## config.mk

```make
export PLATFORM = sky130hd
export DESIGN_NAME = div_unit_flat
export DESIGN_NICKNAME = d
export VERILOG_FILES = /design/src/rtl/div_unit_if.sv /design/src/rtl/div_unit.sv /design/src/flat_wrapper.sv
export SDC_FILE = /design/constraint.sdc
export NUM_CORES = 1
export LEC_CHECK = 0
export BUFFER_PORTS_ARGS = -buffer_cell sky130_fd_sc_hd__clkbuf_2
export CAP_MARGIN = 5
export CORE_MARGIN = 2
export CORE_UTILIZATION = 45
export DETAILED_ROUTE_END_ITERATION = 8
export PLACE_DENSITY = 0.74
export SLEW_MARGIN = 20
export SYNTH_ARGS = -nofsm -noshare
export SYNTH_HDL_FRONTEND = slang
export SYNTH_SLANG_ARGS = --single-unit
```

## constraint.sdc

```tcl
create_clock -name clk -period 2.7 [get_ports clk]
set_clock_uncertainty 0.15 [all_clocks]
set_input_delay 0 -clock clk [delete_from_list [all_inputs] [get_ports clk]]
set_output_delay 0 -clock clk [all_outputs]
set_load 0.02 [all_outputs]
```

## src/rtl/div_unit_if.sv

```systemverilog
// rtl/div_unit_if.sv - Request/response bundle between an issuing core and div_unit.
interface div_unit_if;
   logic        start;
   logic [1:0]  op;
   logic [31:0] rs1;
   logic [31:0] rs2;
   logic        busy;
   logic        done;
   logic [31:0] rd;

   modport master (output start, op, rs1, rs2, input busy, done, rd);
   modport slave  (input start, op, rs1, rs2, output busy, done, rd);
endinterface

```

## src/rtl/div_unit.sv

```systemverilog
// rtl/div_unit.sv - RV32M radix-2 restoring divider (DIV/DIVU/REM/REMU), fixed 34-cycle latency.
// Optional DIV_FAST_SPECIAL_EN: divide-by-zero and signed overflow skip CALC and finish in 2 cycles.
module div_unit (
   input  logic      clk,
   input  logic      rst,
   div_unit_if.slave bus
);

   typedef enum logic [1:0] {IDLE, CALC, FIX, DONE} state_e;

   state_e      state_q, state_d;
   logic [4:0]  cnt_q, cnt_d;
   logic [31:0] quo_q, quo_d;
   logic [31:0] rem_q, rem_d;
   logic [31:0] dvs_q, dvs_d;
   logic [31:0] rs1_q, rs1_d;
   logic [31:0] res_q, res_d;
   logic [31:0] rd_q, rd_d;
   logic        done_q, done_d;
   logic        is_rem_q, is_rem_d;
   logic        negq_q, negq_d;
   logic        negr_q, negr_d;
   logic        dz_q, dz_d;
   logic        ovf_q, ovf_d;

   logic        sgn_op, a_neg, b_neg, in_dz, in_ovf;
   logic [31:0] a_abs, b_abs, q_fix, r_fix;
   logic [32:0] shifted, trial;

   assign sgn_op  = ~bus.op[0];
   assign a_neg   = sgn_op & bus.rs1[31];
   assign b_neg   = sgn_op & bus.rs2[31];
   assign a_abs   = a_neg ? (~bus.rs1 + 32'd1) : bus.rs1;
   assign b_abs   = b_neg ? (~bus.rs2 + 32'd1) : bus.rs2;
   assign in_dz   = (bus.rs2 == 32'd0);
   assign in_ovf  = sgn_op & (bus.rs1 == 32'h8000_0000) & (bus.rs2 == 32'hFFFF_FFFF);

   // The remainder never exceeds the divisor, so 32 stored bits plus the shifted-in bit suffice.
   assign shifted = {rem_q, quo_q[31]};
   assign trial   = shifted - {1'b0, dvs_q};
   assign q_fix   = negq_q ? (~quo_q + 32'd1) : quo_q;
   assign r_fix   = negr_q ? (~rem_q + 32'd1) : rem_q;

   always_comb begin
      state_d  = state_q;
      cnt_d    = cnt_q;
      quo_d    = quo_q;
      rem_d    = rem_q;
      dvs_d    = dvs_q;
      rs1_d    = rs1_q;
      res_d    = res_q;
      rd_d     = rd_q;
      done_d   = 1'b0;
      is_rem_d = is_rem_q;
      negq_d   = negq_q;
      negr_d   = negr_q;
      dz_d     = dz_q;
      ovf_d    = ovf_q;
      case (state_q)
         IDLE: begin
            // done_q marks the retire cycle, which still counts as busy
            if (bus.start && !done_q) begin
               is_rem_d = bus.op[1];
               negq_d   = a_neg ^ b_neg;
               negr_d   = a_neg;
               dz_d     = in_dz;
               ovf_d    = in_ovf;
               rs1_d    = bus.rs1;
               quo_d    = a_abs;
               rem_d    = 32'd0;
               dvs_d    = b_abs;
               cnt_d    = 5'd0;
`ifdef DIV_FAST_SPECIAL_EN
               state_d  = (in_dz | in_ovf) ? FIX : CALC;
`else
               state_d  = CALC;
`endif
            end
         end
         CALC: begin
            if (!trial[32]) begin
               rem_d = trial[31:0];
               quo_d = {quo_q[30:0], 1'b1};
            end else begin
               rem_d = shifted[31:0];
               quo_d = {quo_q[30:0], 1'b0};
            end
            cnt_d = cnt_q + 5'd1;
            if (cnt_q == 5'd31) begin
               state_d = FIX;
            end
         end
         FIX: begin
            if (dz_q) begin
               res_d = is_rem_q ? rs1_q : 32'hFFFF_FFFF;
            end else if (ovf_q) begin
               res_d = is_rem_q ? 32'd0 : 32'h8000_0000;
            end else begin
               res_d = is_rem_q ? r_fix : q_fix;
            end
            state_d = DONE;
         end
         DONE: begin
            rd_d    = res_q;
            done_d  = 1'b1;
            state_d = IDLE;
         end
         default: state_d = IDLE;
      endcase
   end

   always_ff @(posedge clk) begin
      if (rst) begin
         state_q  <= IDLE;
         cnt_q    <= 5'd0;
         quo_q    <= 32'd0;
         rem_q    <= 32'd0;
         dvs_q    <= 32'd0;
         rs1_q    <= 32'd0;
         res_q    <= 32'd0;
         rd_q     <= 32'd0;
         done_q   <= 1'b0;
         is_rem_q <= 1'b0;
         negq_q   <= 1'b0;
         negr_q   <= 1'b0;
         dz_q     <= 1'b0;
         ovf_q    <= 1'b0;
      end else begin
         state_q  <= state_d;
         cnt_q    <= cnt_d;
         quo_q    <= quo_d;
         rem_q    <= rem_d;
         dvs_q    <= dvs_d;
         rs1_q    <= rs1_d;
         res_q    <= res_d;
         rd_q     <= rd_d;
         done_q   <= done_d;
         is_rem_q <= is_rem_d;
         negq_q   <= negq_d;
         negr_q   <= negr_d;
         dz_q     <= dz_d;
         ovf_q    <= ovf_d;
      end
   end

   assign bus.busy = (state_q != IDLE) | done_q;
   assign bus.done = done_q;
   assign bus.rd   = rd_q;

endmodule

```

## src/flat_wrapper.sv

```systemverilog
// flat-port wrapper written by rule: the top's interface ports become plain ports
module div_unit_flat 
  (clk, rst, bus_start, bus_op, bus_rs1, bus_rs2, bus_busy, bus_done, bus_rd);
  div_unit_if bus_i ();
  input  logic clk;
  input  logic rst;
  input wire logic [$bits(bus_i.start)-1:0] bus_start;
  input wire logic [$bits(bus_i.op)-1:0] bus_op;
  input wire logic [$bits(bus_i.rs1)-1:0] bus_rs1;
  input wire logic [$bits(bus_i.rs2)-1:0] bus_rs2;
  output wire logic [$bits(bus_i.busy)-1:0] bus_busy;
  output wire logic [$bits(bus_i.done)-1:0] bus_done;
  output wire logic [$bits(bus_i.rd)-1:0] bus_rd;
  assign bus_i.start = bus_start;
  assign bus_i.op = bus_op;
  assign bus_i.rs1 = bus_rs1;
  assign bus_i.rs2 = bus_rs2;
  assign bus_busy = bus_i.busy;
  assign bus_done = bus_i.done;
  assign bus_rd = bus_i.rd;
  div_unit u_core (.clk(clk), .rst(rst), .bus(bus_i));
endmodule
```

# Word-level counts from Yosys, hierarchy flattened
# Cells that the tools add are included.
dict set report word_totals {
  reg_bits 205
  in_bits 69
  output_inout_bits 34
  wordCells 69
}
dict set report classes {
  addsub 6
  n_eq_ne 8
  n_mux 21
  bitwise 11
  n_reduce_logical 9
}
# cell count
set op_table {}
lappend op_table {{$mux 32} 12}
lappend op_table {{$add 32x1->32 const B} 4}
lappend op_table {{$not 32->32} 4}
lappend op_table {{$pmux 32 s2} 2}
lappend op_table {{$eq 32x32->1 const B} 2}
lappend op_table {{$sub 33x32->33} 1}
lappend op_table {{$logic_not 32->1} 1}
lappend op_table {{$pmux 5 s2} 1}
lappend op_table {{$pmux 2 s4} 1}
lappend op_table {{$reduce_and 2->1} 3}
lappend op_table {{$add 5x1->5 const B} 1}
lappend op_table {{$eq 5x5->1 const B} 1}
lappend op_table {{$mux 5} 1}
lappend op_table {{$and 1x1->1} 4}
lappend op_table {{$eq 2x2->1 const B} 2}
lappend op_table {{$mux 2} 2}
lappend op_table {{$ne 2x1->1 const B} 2}
lappend op_table {{$reduce_bool 2->1} 2}
lappend op_table {{$eq 2x1->1 const B} 1}
lappend op_table {{$logic_not 2->1} 1}
lappend op_table {{$mux 1} 2}
lappend op_table {{$logic_and 1x1->1} 1}
lappend op_table {{$logic_not 1->1} 1}
lappend op_table {{$not 1->1} 1}
lappend op_table {{other kinds (2)} 2}

# Longest topological paths before layout
dict set report logic_depth {
  ltp_word 6
  depth_mapped 12
  depth_no_buf 11
}

# Least setup slack after synthesis
# No wires, ideal clock.
dict set report synth_path {
  path_type {register -> register}
  from {register u_core.quo_q[31]}
  to {register u_core.rem_q[23]}
  setup_time_ps 122
  t_arrival_ps 2626
  t_required_ps 2428
  slack_ps -198
  path_stages_with_launch 13
  n_path_buf 1
  synth_period_minus_slack_ps 2898
  cell_sequence {dfxtp_1 > inv_1 > ha_1 > fa_1 > nand2b_1 > a21oi_1 > o2111ai_1 > a311oi_1 > nor3_2 > xnor2_2 > buf_2 > nor2_1 > a221o_1}
}
dict set report synth_between {
  elab_chain_cells 3
}
# item line
set synth_lines {}
lappend synth_lines {{start: declaration} div_unit.sv:13} ;# logic [31:0] quo_q, quo_d;
lappend synth_lines {{start signal: assignment} div_unit.sv:131} ;# quo_q <= quo_d;
lappend synth_lines {{$sub 33x32->33} div_unit.sv:40} ;# assign trial = shifted - {1'b0, dvs_q};
lappend synth_lines {{$mux 32} div_unit.sv:81} ;# if (!trial[32]) begin
lappend synth_lines {{$pmux 32 s2} div_unit.sv:59} ;# case (state_q)
lappend synth_lines {{end signal: assignment} div_unit.sv:132} ;# rem_q <= rem_d;
lappend synth_lines {{end: declaration} div_unit.sv:14} ;# logic [31:0] rem_q, rem_d;
# No other way between the ends.
# A chain may end at the register's enable or synchronous reset.

# Worst setup path in the final report
dict set report layout_path {
  from {register u_core.dvs_q[25]}
  to {register u_core.rem_q[5]}
}
dict set report layout_between {
  elab_chain_cells 3
}
# item line
set layout_lines {}
lappend layout_lines {{start: declaration} div_unit.sv:15} ;# logic [31:0] dvs_q, dvs_d;
lappend layout_lines {{start signal: assignment} div_unit.sv:133} ;# dvs_q <= dvs_d;
lappend layout_lines {{$sub 33x32->33} div_unit.sv:40}
lappend layout_lines {{$mux 32} div_unit.sv:81}
lappend layout_lines {{$pmux 32 s2} div_unit.sv:59}
# No other way between the ends.

==> run summary <==
status -> finished, violations left
failing checks -> negative setup slack
global route overflow -> 0
top post-synthesis cells by area -> dfxtp_1 31%, nand2_1 7.0%, a21oi_1 5.4%
Synth Register Bits -> 205
GPL Wtd Cong -> 0.940
logic gate share of total power -> 0.655
final hold viol count -> 0
# DRC -> 0
CP max FO -> 10
RSZ-0062 raised after global routing -> true
1st-iter DRT viols -> 1612
register area share after synthesis -> 0.313
global-route wire length before repair -> 69.3 mm
prevailing post-synth register cell -> dfxtp_1
CORE AREA -> 28700 um2
Final Max Slew Viols -> 0
largest net degree at the start of global routing -> 57
IO buf count -> 102
Layout Nets -> 2119
Initial DRT Pass Iterations -> 6
synthesized instance count -> 1690
Setup CP Type -> register to register
Final Cycle Share -> 1.08
post-detail-place hpwl -> 31.8 mm
clock sinks -> 205
f_max -> 343 MHz
Post-synth ARST share -> 0
switch share -> 0.443
Max VDD drop -> 0.651 mV
Syn Area/Cell -> 7.75 um2
CTS tree -> yes
Chip Height -> 175 um
register area -> 4120 um2
Final WS setup -> -0.217 ns
minimum clock period -> 2.92 ns
Initial Utilization -> 0.457
layout cells sized above 1 -> 0.232
top cell type's share of synthesized area -> 0.313
hold crit path type -> input pin to register
CTS Root Cell -> clkbuf_16
number of global-route vias before repair -> 12800
final wirelength -> 45.7 mm
Cell Int Power -> 0.0125 W
Pwr per Cell Area -> 1270 nW/um2
fill cell count -> 2438
Worst Hold Launch -> bus_rs1[21]
fin area -> 17700 um2
max_slew headroom -> 0.341
clock group share of total power -> 0.141
Via density -> 5.93
ant diodes -> 0
H-tree depth -> 1
synth warn -> 0
Final setup viols -> 41
Worst Tran Pin Value -> 0.988 ns
multi-input logic area -> 8980 um2
num rows -> 62
hold path depth -> 4
initial antenna violation count -> 0
routed vias -> 14200
GRT Total Usage -> 0.281
Synth area leader -> dfxtp_1
top post-synthesis cells by count -> 246 x nand2_1, 205 x dfxtp_1, 169 x nor2_1
Syn Nets -> 1804
Reg power frac -> 0.204
R2R Path End -> u_core.rem_q[5]
pre-CTS WS -> -0.221 ns
Hold Path End -> u_core.rs1_q[21]
placed instance area -> 15100 um2
DRT antenna net count -> 0
leakage -> 7.10 nW
crit path launch type -> register
Die Wd -> 175 um
Switch Pwr -> 0.00990 W
clock-pin transition on the worst setup and hold timing paths -> 0.06 ns
Critical Path RT -> 2.97 ns
worst hold slack -> 0.137 ns
# Max-Cap Violations -> 0
die area -> 30500 um2
clk buf depth -> 3
worst reg2reg startpoint -> u_core.dvs_q[25]
area of the mapped netlist -> 13100 um2
most common cell in the netlist -> nand2_1
critical path arrival -> 3.18 ns
crit end category -> register
Syn-to-layout area delta -> 34.9%
total CTS buffers -> 23
R2R setup slack -> -0.22 ns
number of flops mapped to enable cells by yosys -> 0
wire per inst -> 19.0 um
number of distinct library cells after synthesis -> 85
Clock Latency Late Sink -> 0.53 ns
# IOs -> 103
R2R depth -> 13
-- sequential cells by signal, indices dropped and copies added (netlist names) --
register,count
u_core.bus.rd,32
u_core.dvs_q,32
u_core.quo_q,32
u_core.rem_q,32
u_core.res_q,32
u_core.rs1_q,32
u_core.cnt_q,5
u_core.state_q,2
u_core.bus.done,1
u_core.dz_q,1
u_core.is_rem_q,1
u_core.negq_q,1
u_core.negr_q,1
u_core.ovf_q,1
-- layer usage --
metal	track usage	wire length, um	up-vias	part of all wire
met2	0.434	19900	698	0.44
li1	-	-	6695	-
met5	0	0	-	0
met1	0.402	20000	6734	0.44
met4	0.0892	1630	0	0.036
met3	0.0409	4070	122	0.089
-- cell usage in the layout, fill, tap and decap left out, types with 13 or more instances in the layout --
cell           count
a211oi_1          31
a21oi_1          137
a31oi_1           17
buf_4            171
buf_6             17
clkbuf_16         25
clkbuf_2         101
dfxtp_1          191
dfxtp_2           14
dlygate4sd3_1     95
ha_1              31
inv_1             58
mux2i_1           63
nand2_1          240
nand3_1           15
nand4_1           13
nor2_1           165
nor3_1            25
o211ai_1          35
o21ai_0           72
o21ai_1           39
o31ai_1           13
xnor2_1           71
xor2_1            54
-- worst max path at each step --
stage	from	to	slack [ns]	depth (start not counted)
after floorplan	u_core.quo_q[31]	u_core.rem_q[23]	0.02	12
after global placement	u_core.dvs_q[25]	u_core.rem_q[9]	-0.21	12
after detailed placement	u_core.dvs_q[16]	u_core.rem_q[9]	-0.22	11
after CTS	u_core.rem_q[24]	u_core.rem_q[9]	-0.19	10
after global routing	u_core.dvs_q[24]	u_core.rem_q[5]	-0.28	12
final	u_core.dvs_q[25]	u_core.rem_q[5]	-0.22	13
-- metrics by stage --
stage          total power (W)  instances   util  TNS [ns]
2_1_floorplan           0.0122       1690      -         0
3_3_place_gp            0.0162       2247  0.527     -4.47
4_1_cts                 0.0206       2390  0.594     -4.38
6_report                0.0224       2403  0.616     -5.86
3_5_place_dp            0.0164       2247  0.527     -5.32
5_1_grt                 0.0236       2403  0.616     -9.19
-- area by class of cell --
type,count,share of cell area
inverters,64,0.0136
clock inverters,10,0.00545
multi-input cells,1319,0.508
repair buffers,392,0.176
clock buffers,29,0.0372
well taps,384,0.0272
flip-flops and latches,205,0.233
-- cells by family after synthesis --
logic type | Yosys count | share of synthesized area
AO/OA/AOI/OAI | 492 | 0.246
buffers and inverters | 166 | 0.0494
adder cells (fa/ha/maj) | 45 | 0.0435
flip-flops | 205 | 0.313
AND/OR/NAND/NOR | 580 | 0.206
XOR/XNOR | 136 | 0.0915
multiplexers | 66 | 0.0506
-- critical path, stage by stage (launching register included) --
cell and delay, ns:
dfxtp_2 0.33, inv_2 0.04, ha_4 0.25, buf_4 0.13, and2_4 0.17, and4_4 0.25
nand4_1 0.17, a311oi_2 0.37, nor3_2 0.13, xnor2_4 0.19, buf_6 0.16, clkbuf_16 0.17
mux2i_1 0.21, o21ai_1 0.07
-- power groups by stage --
stage          sequential [W]  clock (W)  combinational (W)
2_1_floorplan         0.00442          0            0.00779
3_3_place_gp          0.00449          0             0.0117
3_5_place_dp          0.00452          0             0.0119
4_1_cts               0.00447    0.00319             0.0130
5_1_grt               0.00462    0.00333             0.0157
6_report              0.00456    0.00316             0.0147
-- what timing repair did --
action / 4_1_cts / 5_1_grt
setup endpoints to repair: 37 / 65
buffers inserted: 7 / 13
hold endpoints to repair: 104 / 0
pin swaps: 6 / 46
gates cloned: 2 / 2
gates resized for setup: 32 / 99
hold buffers: 95 / 0
No activity file was read; power rests on OpenSTA's default activity.
